<file path="src/rtl/game_pkg.sv">
// Shared types and helpers for the pong game-flow controller.
package game_pkg;

    typedef enum logic [2:0] {
        MENU  = 3'd0,
        SERVE = 3'd1,
        PLAY  = 3'd2,
        PAUSE = 3'd3,
        POINT = 3'd4,
        OVER  = 3'd5
    } game_state_t;

    localparam logic [1:0] WIN_NONE = 2'd0;
    localparam logic [1:0] WIN_P1   = 2'd1;
    localparam logic [1:0] WIN_P2   = 2'd2;

    // A saturated score always wins so a by-two game can never deadlock.
    function automatic logic has_won(input int unsigned mine,
                                     input int unsigned other,
                                     input int unsigned win_score,
                                     input bit          by_two,
                                     input int unsigned max_score);
        if (mine >= max_score) return 1'b1;
        if (mine < win_score)  return 1'b0;
        return !by_two || (mine >= other + 2);
    endfunction

endpackage

</file>
<file path="src/rtl/game_if.sv">
// Button/point inputs and registered game-state outputs of the game-flow controller.
interface game_if #(
    parameter int unsigned SCORE_W = 4
);
    import game_pkg::*;

    logic               timing_tick;
    logic               start;
    logic               pause;
    logic               restart;
    logic               point_p1;
    logic               point_p2;
    game_state_t        state;
    logic [SCORE_W-1:0] player1_score;
    logic [SCORE_W-1:0] player2_score;
    logic               serve_dir;
    logic [1:0]         winner;
    logic               play_en;

    modport master (
        output timing_tick, start, pause, restart, point_p1, point_p2,
        input  state, player1_score, player2_score, serve_dir, winner, play_en
    );

    modport slave (
        input  timing_tick, start, pause, restart, point_p1, point_p2,
        output state, player1_score, player2_score, serve_dir, winner, play_en
    );

endinterface

</file>
<file path="src/rtl/game_rise_detect.sv">
// Registered rising-edge detector; history resets high so a level held through reset gives no edge.
module rise_detect (
    input  logic clk,
    input  logic rst,
    input  logic level_i,
    output logic rise_o
);

    logic hist_q;
    logic rise_q;

    always_ff @(posedge clk or posedge rst) begin
        if (rst) begin
            hist_q <= 1'b1;
            rise_q <= 1'b0;
        end else begin
            hist_q <= level_i;
            rise_q <= level_i & ~hist_q;
        end
    end

    assign rise_o = rise_q;

endmodule

</file>
<file path="src/rtl/game_fsm.sv">
// Game-flow controller: owns game state, scores, serve direction and winner.
//   state | meaning
//   MENU  | idle, waiting for start
//   SERVE | serve countdown in timing ticks
//   PLAY  | ball live, point pulses accepted
//   PAUSE | frozen, return state and counter saved
//   POINT | point hold; first cycle decides game over
//   OVER  | winner shown until start/restart
module game_fsm
    import game_pkg::*;
#(
    parameter int unsigned SCORE_W     = 4,
    parameter int unsigned WIN_SCORE   = 5,
    parameter int unsigned WIN_BY_TWO  = 0,
    parameter int unsigned SERVE_TICKS = 60,
    parameter int unsigned POINT_TICKS = 30
) (
    input  logic  clk,
    input  logic  rst,
    game_if.slave bus
);

    localparam int unsigned MAX_TICKS = (SERVE_TICKS > POINT_TICKS) ? SERVE_TICKS : POINT_TICKS;
    localparam int unsigned CNT_W     = $clog2(MAX_TICKS + 1);
    localparam logic [SCORE_W-1:0] SCORE_MAX  = '1;
    localparam logic [CNT_W-1:0]   SERVE_LAST = CNT_W'(SERVE_TICKS);
    localparam logic [CNT_W-1:0]   POINT_LAST = CNT_W'(POINT_TICKS);

    logic start_e, pause_e, restart_e;

    rise_detect u_start   (.clk(clk), .rst(rst), .level_i(bus.start),   .rise_o(start_e));
    rise_detect u_pause   (.clk(clk), .rst(rst), .level_i(bus.pause),   .rise_o(pause_e));
    rise_detect u_restart (.clk(clk), .rst(rst), .level_i(bus.restart), .rise_o(restart_e));

    game_state_t        state_q, state_d;
    game_state_t        saved_q, saved_d;
    logic [CNT_W-1:0]   cnt_q, cnt_d, cnt_inc;
    logic [SCORE_W-1:0] p1_q, p1_d, p2_q, p2_d;
    logic               dir_q, dir_d;
    logic [1:0]         winner_q, winner_d;
    logic               play_en_q, play_en_d;
    logic               first_q, first_d;
    logic               p1_wins, p2_wins;

    assign p1_wins = has_won(32'(p1_q), 32'(p2_q), WIN_SCORE, WIN_BY_TWO != 0, 32'(SCORE_MAX));
    assign p2_wins = has_won(32'(p2_q), 32'(p1_q), WIN_SCORE, WIN_BY_TWO != 0, 32'(SCORE_MAX));

    always_comb begin
        state_d  = state_q;
        saved_d  = saved_q;
        cnt_d    = cnt_q;
        p1_d     = p1_q;
        p2_d     = p2_q;
        dir_d    = dir_q;
        winner_d = winner_q;
        first_d  = 1'b0;
        cnt_inc  = cnt_q + CNT_W'(1);

        if (restart_e && state_q != MENU) begin
            state_d  = MENU;
            cnt_d    = '0;
            p1_d     = '0;
            p2_d     = '0;
            dir_d    = 1'b1;
            winner_d = WIN_NONE;
        end else begin
            case (state_q)
                MENU: begin
                    if (start_e) begin
                        state_d  = SERVE;
                        cnt_d    = '0;
                        p1_d     = '0;
                        p2_d     = '0;
                        dir_d    = 1'b1;
                        winner_d = WIN_NONE;
                    end
                end
                SERVE: begin
                    if (pause_e) begin
                        state_d = PAUSE;
                        saved_d = SERVE;
                    end else if (bus.timing_tick) begin
                        if (cnt_inc == SERVE_LAST) begin
                            state_d = PLAY;
                            cnt_d   = '0;
                        end else begin
                            cnt_d = cnt_inc;
                        end
                    end
                end
                PLAY: begin
                    // Pause outranks a coincident point; that point is dropped.
                    if (pause_e) begin
                        state_d = PAUSE;
                        saved_d = PLAY;
                    end else if (bus.point_p1 || bus.point_p2) begin
                        state_d = POINT;
                        cnt_d   = '0;
                        first_d = 1'b1;
                        if (bus.point_p1 && !bus.point_p2) begin
                            p1_d  = (p1_q == SCORE_MAX) ? p1_q : p1_q + SCORE_W'(1);
                            dir_d = 1'b1;
                        end else if (bus.point_p2 && !bus.point_p1) begin
                            p2_d  = (p2_q == SCORE_MAX) ? p2_q : p2_q + SCORE_W'(1);
                            dir_d = 1'b0;
                        end
                    end
                end
                POINT: begin
                    if (first_q && p1_wins) begin
                        state_d  = OVER;
                        winner_d = WIN_P1;
                        cnt_d    = '0;
                    end else if (first_q && p2_wins) begin
                        state_d  = OVER;
                        winner_d = WIN_P2;
                        cnt_d    = '0;
                    end else if (bus.timing_tick) begin
                        if (cnt_inc == POINT_LAST) begin
                            state_d = SERVE;
                            cnt_d   = '0;
                        end else begin
                            cnt_d = cnt_inc;
                        end
                    end
                end
                PAUSE: begin
                    if (pause_e) state_d = saved_q;
                end
                OVER: begin
                    if (start_e) begin
                        state_d  = MENU;
                        winner_d = WIN_NONE;
                        cnt_d    = '0;
                    end
                end
                default: state_d = MENU;
            endcase
        end

        play_en_d = (state_d == PLAY);
    end

    always_ff @(posedge clk or posedge rst) begin
        if (rst) begin
            state_q   <= MENU;
            saved_q   <= SERVE;
            cnt_q     <= '0;
            p1_q      <= '0;
            p2_q      <= '0;
            dir_q     <= 1'b1;
            winner_q  <= WIN_NONE;
            play_en_q <= 1'b0;
            first_q   <= 1'b0;
        end else begin
            state_q   <= state_d;
            saved_q   <= saved_d;
            cnt_q     <= cnt_d;
            p1_q      <= p1_d;
            p2_q      <= p2_d;
            dir_q     <= dir_d;
            winner_q  <= winner_d;
            play_en_q <= play_en_d;
            first_q   <= first_d;
        end
    end

    assign bus.state         = state_q;
    assign bus.player1_score = p1_q;
    assign bus.player2_score = p2_q;
    assign bus.serve_dir     = dir_q;
    assign bus.winner        = winner_q;
    assign bus.play_en       = play_en_q;

endmodule

</file>
<file path="src/flat_wrapper.sv">
// flat-port wrapper written by rule: the top's interface ports become plain ports
module game_fsm_flat import game_pkg::*;
#(
    parameter int unsigned SCORE_W     = 4,
    parameter int unsigned WIN_SCORE   = 5,
    parameter int unsigned WIN_BY_TWO  = 0,
    parameter int unsigned SERVE_TICKS = 60,
    parameter int unsigned POINT_TICKS = 30
)
  (clk, rst, bus_timing_tick, bus_start, bus_pause, bus_restart, bus_point_p1, bus_point_p2, bus_state, bus_player1_score, bus_player2_score, bus_serve_dir, bus_winner, bus_play_en);
  game_if #(.SCORE_W(SCORE_W)) bus_i ();
  input  logic clk;
  input  logic rst;
  input wire logic [$bits(bus_i.timing_tick)-1:0] bus_timing_tick;
  input wire logic [$bits(bus_i.start)-1:0] bus_start;
  input wire logic [$bits(bus_i.pause)-1:0] bus_pause;
  input wire logic [$bits(bus_i.restart)-1:0] bus_restart;
  input wire logic [$bits(bus_i.point_p1)-1:0] bus_point_p1;
  input wire logic [$bits(bus_i.point_p2)-1:0] bus_point_p2;
  output wire logic [$bits(bus_i.state)-1:0] bus_state;
  output wire logic [$bits(bus_i.player1_score)-1:0] bus_player1_score;
  output wire logic [$bits(bus_i.player2_score)-1:0] bus_player2_score;
  output wire logic [$bits(bus_i.serve_dir)-1:0] bus_serve_dir;
  output wire logic [$bits(bus_i.winner)-1:0] bus_winner;
  output wire logic [$bits(bus_i.play_en)-1:0] bus_play_en;
  assign bus_i.timing_tick = bus_timing_tick;
  assign bus_i.start = bus_start;
  assign bus_i.pause = bus_pause;
  assign bus_i.restart = bus_restart;
  assign bus_i.point_p1 = bus_point_p1;
  assign bus_i.point_p2 = bus_point_p2;
  assign bus_state = bus_i.state;
  assign bus_player1_score = bus_i.player1_score;
  assign bus_player2_score = bus_i.player2_score;
  assign bus_serve_dir = bus_i.serve_dir;
  assign bus_winner = bus_i.winner;
  assign bus_play_en = bus_i.play_en;
  game_fsm #(.SCORE_W(SCORE_W), .WIN_SCORE(WIN_SCORE), .WIN_BY_TWO(WIN_BY_TWO), .SERVE_TICKS(SERVE_TICKS), .POINT_TICKS(POINT_TICKS)) u_core (.clk(clk), .rst(rst), .bus(bus_i));
endmodule
</file>
<file path="config.mk">
export PLATFORM = sky130hd
export DESIGN_NAME = game_fsm_flat
export DESIGN_NICKNAME = d
export VERILOG_FILES = /design/src/rtl/game_pkg.sv /design/src/rtl/game_if.sv /design/src/rtl/game_rise_detect.sv /design/src/rtl/game_fsm.sv /design/src/flat_wrapper.sv
export SDC_FILE = /design/constraint.sdc
export NUM_CORES = 1
export LEC_CHECK = 0
export ABC_CLOCK_PERIOD_IN_PS = 2700
export CAP_MARGIN = 20
export CELL_PAD_IN_SITES_DETAIL_PLACEMENT = 1
export CELL_PAD_IN_SITES_GLOBAL_PLACEMENT = 2
export CORE_AREA = 2 2 59 103
export DETAILED_ROUTE_END_ITERATION = 7
export DIE_AREA = 0 0 61 105
export PLACE_DENSITY = 0.84
export RECOVER_POWER = 50
export SKIP_CTS_REPAIR_TIMING = 1
export SLEW_MARGIN = 20
export SYNTH_ARGS = -nofsm -noshare
export SYNTH_HDL_FRONTEND = slang
export SYNTH_HIERARCHICAL = 1
export SYNTH_SLANG_ARGS = --single-unit
</file>
<file path="constraint.sdc">
create_clock -name clk -period 2.7 [get_ports clk]
set_clock_uncertainty 0.05 [all_clocks]
set_input_delay 0.54 -clock clk [delete_from_list [all_inputs] [get_ports clk]]
set_output_delay 0.54 -clock clk [all_outputs]
set_load 0.03 [all_outputs]
</file>
Word level (Yosys, flattened, before mapping)
Index checks and enable logic that the tools add are counted.

storage, ports and cells
  flip-flop bits (word level) = 31
  output and inout bits = 15

cells by class
  add/subtract/negate cells = 3
  order comparisons = 4
  eq/ne operators = 26
  mux-type cells = 73
  bitwise logic cells = 7
  reduce and logical (&&, ||, !) cells = 21

operator list
  kind                 count
  $mux 6               11
  $mux 4               12
  $mux 3               15
  $mux 1               24
  $pmux 6 s4           1
  $ne 3x2->1 const B   7
  $pmux 3 s6           1
  $pmux 4 s2           2
  $reduce_and 7->1     2
  $ne 3x1->1 const B   4
  $eq 3x2->1 const B   3
  $reduce_bool 3->1    3
  $add 4x1->4 const B  2
  $eq 4x4->1 const B   2
  $ge 4x4->1 const B   2
  $lt 4x3->1 const B   2
  $mux 2               4
  $ne 4x1->1 const B   2
  $add 6x1->6 const B  1
  $eq 3x3->1 const B   2
  $eq 6x5->1 const B   1
  $eq 6x6->1 const B   1
  $pmux 3 s2           1
  $reduce_and 6->1     1
  17 further kinds     28

Longest topological paths before layout
  word-level depth = 11
  gate-level depth with buffers = 9
  mapped depth without buffers = 8

Modules after synthesis
The synthesis kept the hierarchy.

modules (own cells, without submodules)
  module       instances  cells an instance  area an instance (um^2)  seq. area each (um^2)
  game_fsm     1          194                1,639.1                  603.1
  rise_detect  3          4                  68.8                     51.3

Worst setup path after synthesis
Ideal clock, no wire load.

  kind = reg2reg
  from = register u_core.p1_q[0], in the netlist u_core/bus.player1_score[0]
  to = register u_core.cnt_q[3]
  setup time = 0.121 ns
  arrival = 2.008 ns
  path slack = 0.521 ns
  cell stages (with the launch flop) = 10
  period minus slack after synthesis = 2.179 ns
  cells stage by stage = dfrtp_1 > inv_1 > ha_1 > nor2b_1 > o41a_1 > nor3_2 > a21o_1 > buf_4 > o21ai_0 > a22o_1

on the way
  longest elaborated chain between the ends = 9
  elaborated cells on any way between the ends = 14
  those cells by class = 2 x order compare; 1 x eq/ne; 9 x mux; 2 x reduce/logical

RTL lines
  item                    RTL line         source
  from (decl)             game_fsm.sv:38   logic [SCORE_W-1:0] p1_q, p1_d, p2_q, p2_d;
  from (signal assigned)  game_fsm.sv:159  p1_q <= p1_d;
  $lt 4x3->1              game_pkg.sv:24   if (mine < win_score) return 1'b0;
  $mux 1 (2 in series)    game_pkg.sv:24
  $mux 1                  game_pkg.sv:25   return !by_two || (mine >= other + 2);
  $mux 1 (*)              game_pkg.sv:24
  $logic_and 1x1->1 (*)   game_fsm.sv:110  if (first_q && p1_wins) begin
  $mux 6                  game_fsm.sv:110
  $pmux 6 s4              game_fsm.sv:67   case (state_q)
  $mux 6                  game_fsm.sv:59   if (restart_e && state_q != MENU) begin
  to (signal assigned)    game_fsm.sv:158  cnt_q <= cnt_d;
  to (decl)               game_fsm.sv:37   logic [CNT_W-1:0] cnt_q, cnt_d, cnt_inc;

Every way passes the cells marked *; elsewhere a longest branch is shown, timed or not. The select of a mux whose other input is x is not followed.
A chain may end at the register's enable or synchronous reset.

Worst setup path in the final report
  from = register u_core.state_q[2], in the netlist u_core/bus.state[2]
  to = output bus_state[2]

RTL lines
  item                    RTL line            source
  from (decl)             game_fsm.sv:35      game_state_t state_q, state_d;
  from (signal assigned)  game_fsm.sv:156     state_q <= state_d;
  to (decl)               flat_wrapper.sv:20  output wire logic [$bits(bus_i.state)-1:0] bus_state;

No word-level cell between the ends.

==> impl_metrics.yaml <==
outcome:
  outcome: "finished, final reports clean"
timing:
  finalHoldViolCount: 0
  min_period_ns: 2.55
  layout_setup_ws_ns: 0.151
  max_slew.worst_pin.slew_ns: 1.38
  rsz0062_at_grt: "false"
  setup_violations: 0
  max_freq_mhz: 392
  period_share_pct: 94.4
  fin_setup_tns_ns: 0
  slew_headroom_pct: 8.06
  slew_viol_final: 0
job:
  drv_cap: 0
worst_hold_path:
  worstHoldPathType: "register to register"
drt:
  routed-wl-met3_um: 81
  vias_per_cell: 5.27
  wl_um: 5020
  drc: 0
  dr.pass1.iters: 4
  post_drt_wl_per_cell_um: 16.0
  dr.first_iter.drc_count: 35
  wl_met1_um: 2010
  route.met2.wl_um: 2810
  ant_nets: 0
  top_layer_used: "met4"
  via_count: 1651
power:
  seqPwrFrac_pct: 31.7
  p_switching_uw: 863
  p_leak_uw: 0.000912
  ir_drop_mv: 0.288
  p_comb_share_pct: 49.3
  clkPwrFrac_pct: 19.1
  powerDensity_mw_per_mm2: 879
  switching_share_pct: 43.5
  p_int_uw: 1120
yosys:
  syn_avg_cell_area_sq_um: 8.96
  yosysTopAreaCellShare_pct: 33.9
  ys_ff_latch: 30
  async_flop_share_pct: 100
  yosysMostFrequentCell: "dfrtp_1"
  synth_ff_type: "dfrtp_1"
  netlist_area_sq_mm: 0.00185
  synth_area_leaders: "dfrtp_1, dfstp_2, o21ai_0, ha_1, nand2_1"
  yosysTopAreaCell: "dfrtp_1"
  synth_edf_count: 0
  syn_inst: 206
  seq_area_frac_synth_pct: 41.0
  synth_commonest_cells: "dfrtp_1, o21ai_0, nand2_1"
  synth_cell_types: 51
  synthesis.nets: 221
  yosysWarnings: 6
finish:
  nets: 251
  layout-drive-gt1-share_pct: 13.1
  antenna_cells: 0
  syn_to_final_growth_pct: 22.2
floorplanning:
  rows: 36
  ios: 23
  die_x_um: 61
  design.core.area_sq_mm: 0.00554
  initial_core_util_pct: 33.3
  die_h_um: 105
  die_area_sq_mm: 0.00641
clock_network:
  cts_buffers: 5
  cts_root_buf: "clkbuf_8"
  clock-sinks: 30
  clock_latency_ns: 0.28
  clkTransAtPathRegs_ns: 0.06
  cts_tree: "built"
  htree_levels: 2
  clockBufferDepth: 2
grt:
  grt_max_degree: 25
  grt_use_total_pct: 17.9
  grt_first_pass_wirelength_um: 8570
  grt_pass1_vias: 1746
  antenna_found_initial: 0
  grt-ovfl-total: 0
placement:
  place_ws_ns: 0.307
  place.gp.congestion: 0.846
  dpl.hpwl_um: 3790
  port_buffers: 22
critical_path:
  worstPathArrival_ns: 1.96
  rr_worst_depth: 6
  r2r-end: "u_core/bus.winner[0]$_DFFE_PP0P_"
  end_kind: "output port"
  cp.required_ns: 2.11
  worst-setup-path-type: "register to output port"
  critPathMaxFanout: 14
  worstReg2RegStart: "u_core/bus.state[2]$_DFF_PP0_"
  crit_start: "u_core/bus.state[2]$_DFF_PP0_"
  start_kind: "register"
  crit_end: "bus_state[2]"
  worst-r2r-setup-slack_ns: 0.33
[layer usage]
metal	vias to the layer above	global-route usage, %
met1	822	19.8
met4	0	7.76
li1	798	-
met2	23	32.2
met3	8	2.23
met5	-	0
[placed cells by master, fill, tap and decap left out, types with 5 or more instances in the layout]
master | netlist | layout
inv_1 | 15 | 15
nor2b_1 | 4 | 6
nand3_1 | 11 | 11
buf_4 | 1 | 6
dfstp_2 | 5 | 5
clkbuf_8 | 0 | 6
o21ai_0 | 21 | 21
dfrtp_1 | 25 | 25
ha_1 | 7 | 7
nand2_1 | 20 | 20
a21oi_1 | 14 | 14
clkdlybuf4s50_1 | 0 | 18
nor2_1 | 15 | 15
[state kept, by name, indices dropped and copies added, names as in the netlist]
name	flops
u_core/u_pause/rise_o	1
u_core/bus.state	3
u_core/u_start/rise_o	1
u_core/bus.winner	2
u_core/bus.player2_score	4
u_core/bus.player1_score	4
u_core/u_restart/hist_q	1
u_core/u_start/hist_q	1
u_core/saved_q	2
u_core/u_restart/rise_o	1
u_core/cnt_q	6
u_core/first_q	1
u_core/u_pause/hist_q	1
u_core/bus.play_en	1
u_core/bus.serve_dir	1
[power by group through the flow]
stage	Combinational (uW)	Sequential [uW]	Clock (uW)
after global placement	967	636	0
after floorplan	608	706	0
final	977	628	378
after detailed placement	983	640	0
after CTS	990	631	394
after global routing	1090	642	414
[cells by family after synthesis]
| logic type | Yosys count | share of synthesized area [%] |
|---|---|---|
| fa+ha+maj | 7 | 4.75 |
| compound gates | 69 | 24.7 |
| flops | 30 | 41.0 |
| simple gates | 75 | 23.2 |
| buf+inv | 22 | 4.68 |
| mux | 3 | 1.69 |
[worst min-delay path by stage]
stage	start	endpoint	slack [ns]	cells past startpoint
global placement	u_core/u_pause/hist_q$_DFF_PP1_	u_core/u_pause/rise_o$_DFF_PP0_	0.43	1
finish	u_core/u_restart/hist_q$_DFF_PP1_	u_core/u_restart/rise_o$_DFF_PP0_	0.44	1
global route	u_core/u_restart/hist_q$_DFF_PP1_	u_core/u_restart/rise_o$_DFF_PP0_	0.46	1
detailed placement	u_core/u_start/hist_q$_DFF_PP1_	u_core/u_start/rise_o$_DFF_PP0_	0.43	1
CTS	rst	u_core/u_pause/rise_o$_DFF_PP0_	0.44	2
floorplan	rst	u_core/u_pause/rise_o$_DFF_PP0_	0.23	1
[per-stage QoR]
stage          power [uW]  hold slack, ns  utilization, %  instances  instance area, sq um
6_report             1980           0.440            40.7        313                  2250
2_1_floorplan        1310           0.230               -        206                  1850
4_1_cts              2010           0.443            41.2        313                  2280
5_1_grt              2140           0.455            40.7        313                  2250
3_3_place_gp         1600           0.428            39.5        305                  2190
3_5_place_dp         1620           0.433            39.5        305                  2190
[critical path: stages, from the launching register on]
cell	delay, ns
dfrtp_1	0.34
clkbuf_1	0.54
clkdlybuf4s50_1	0.80
[layout make-up]
type | count | area [sq um]
timing repair buffer | 30 | 273
multi-input combinational | 154 | 982
clock inverter | 1 | 5.00
sequential | 30 | 757
clock buffer | 7 | 86.3
fill | 666 | 3290
inverter | 15 | 56.3
tap | 76 | 95.1
No activity file was read; power rests on OpenSTA's default activity.
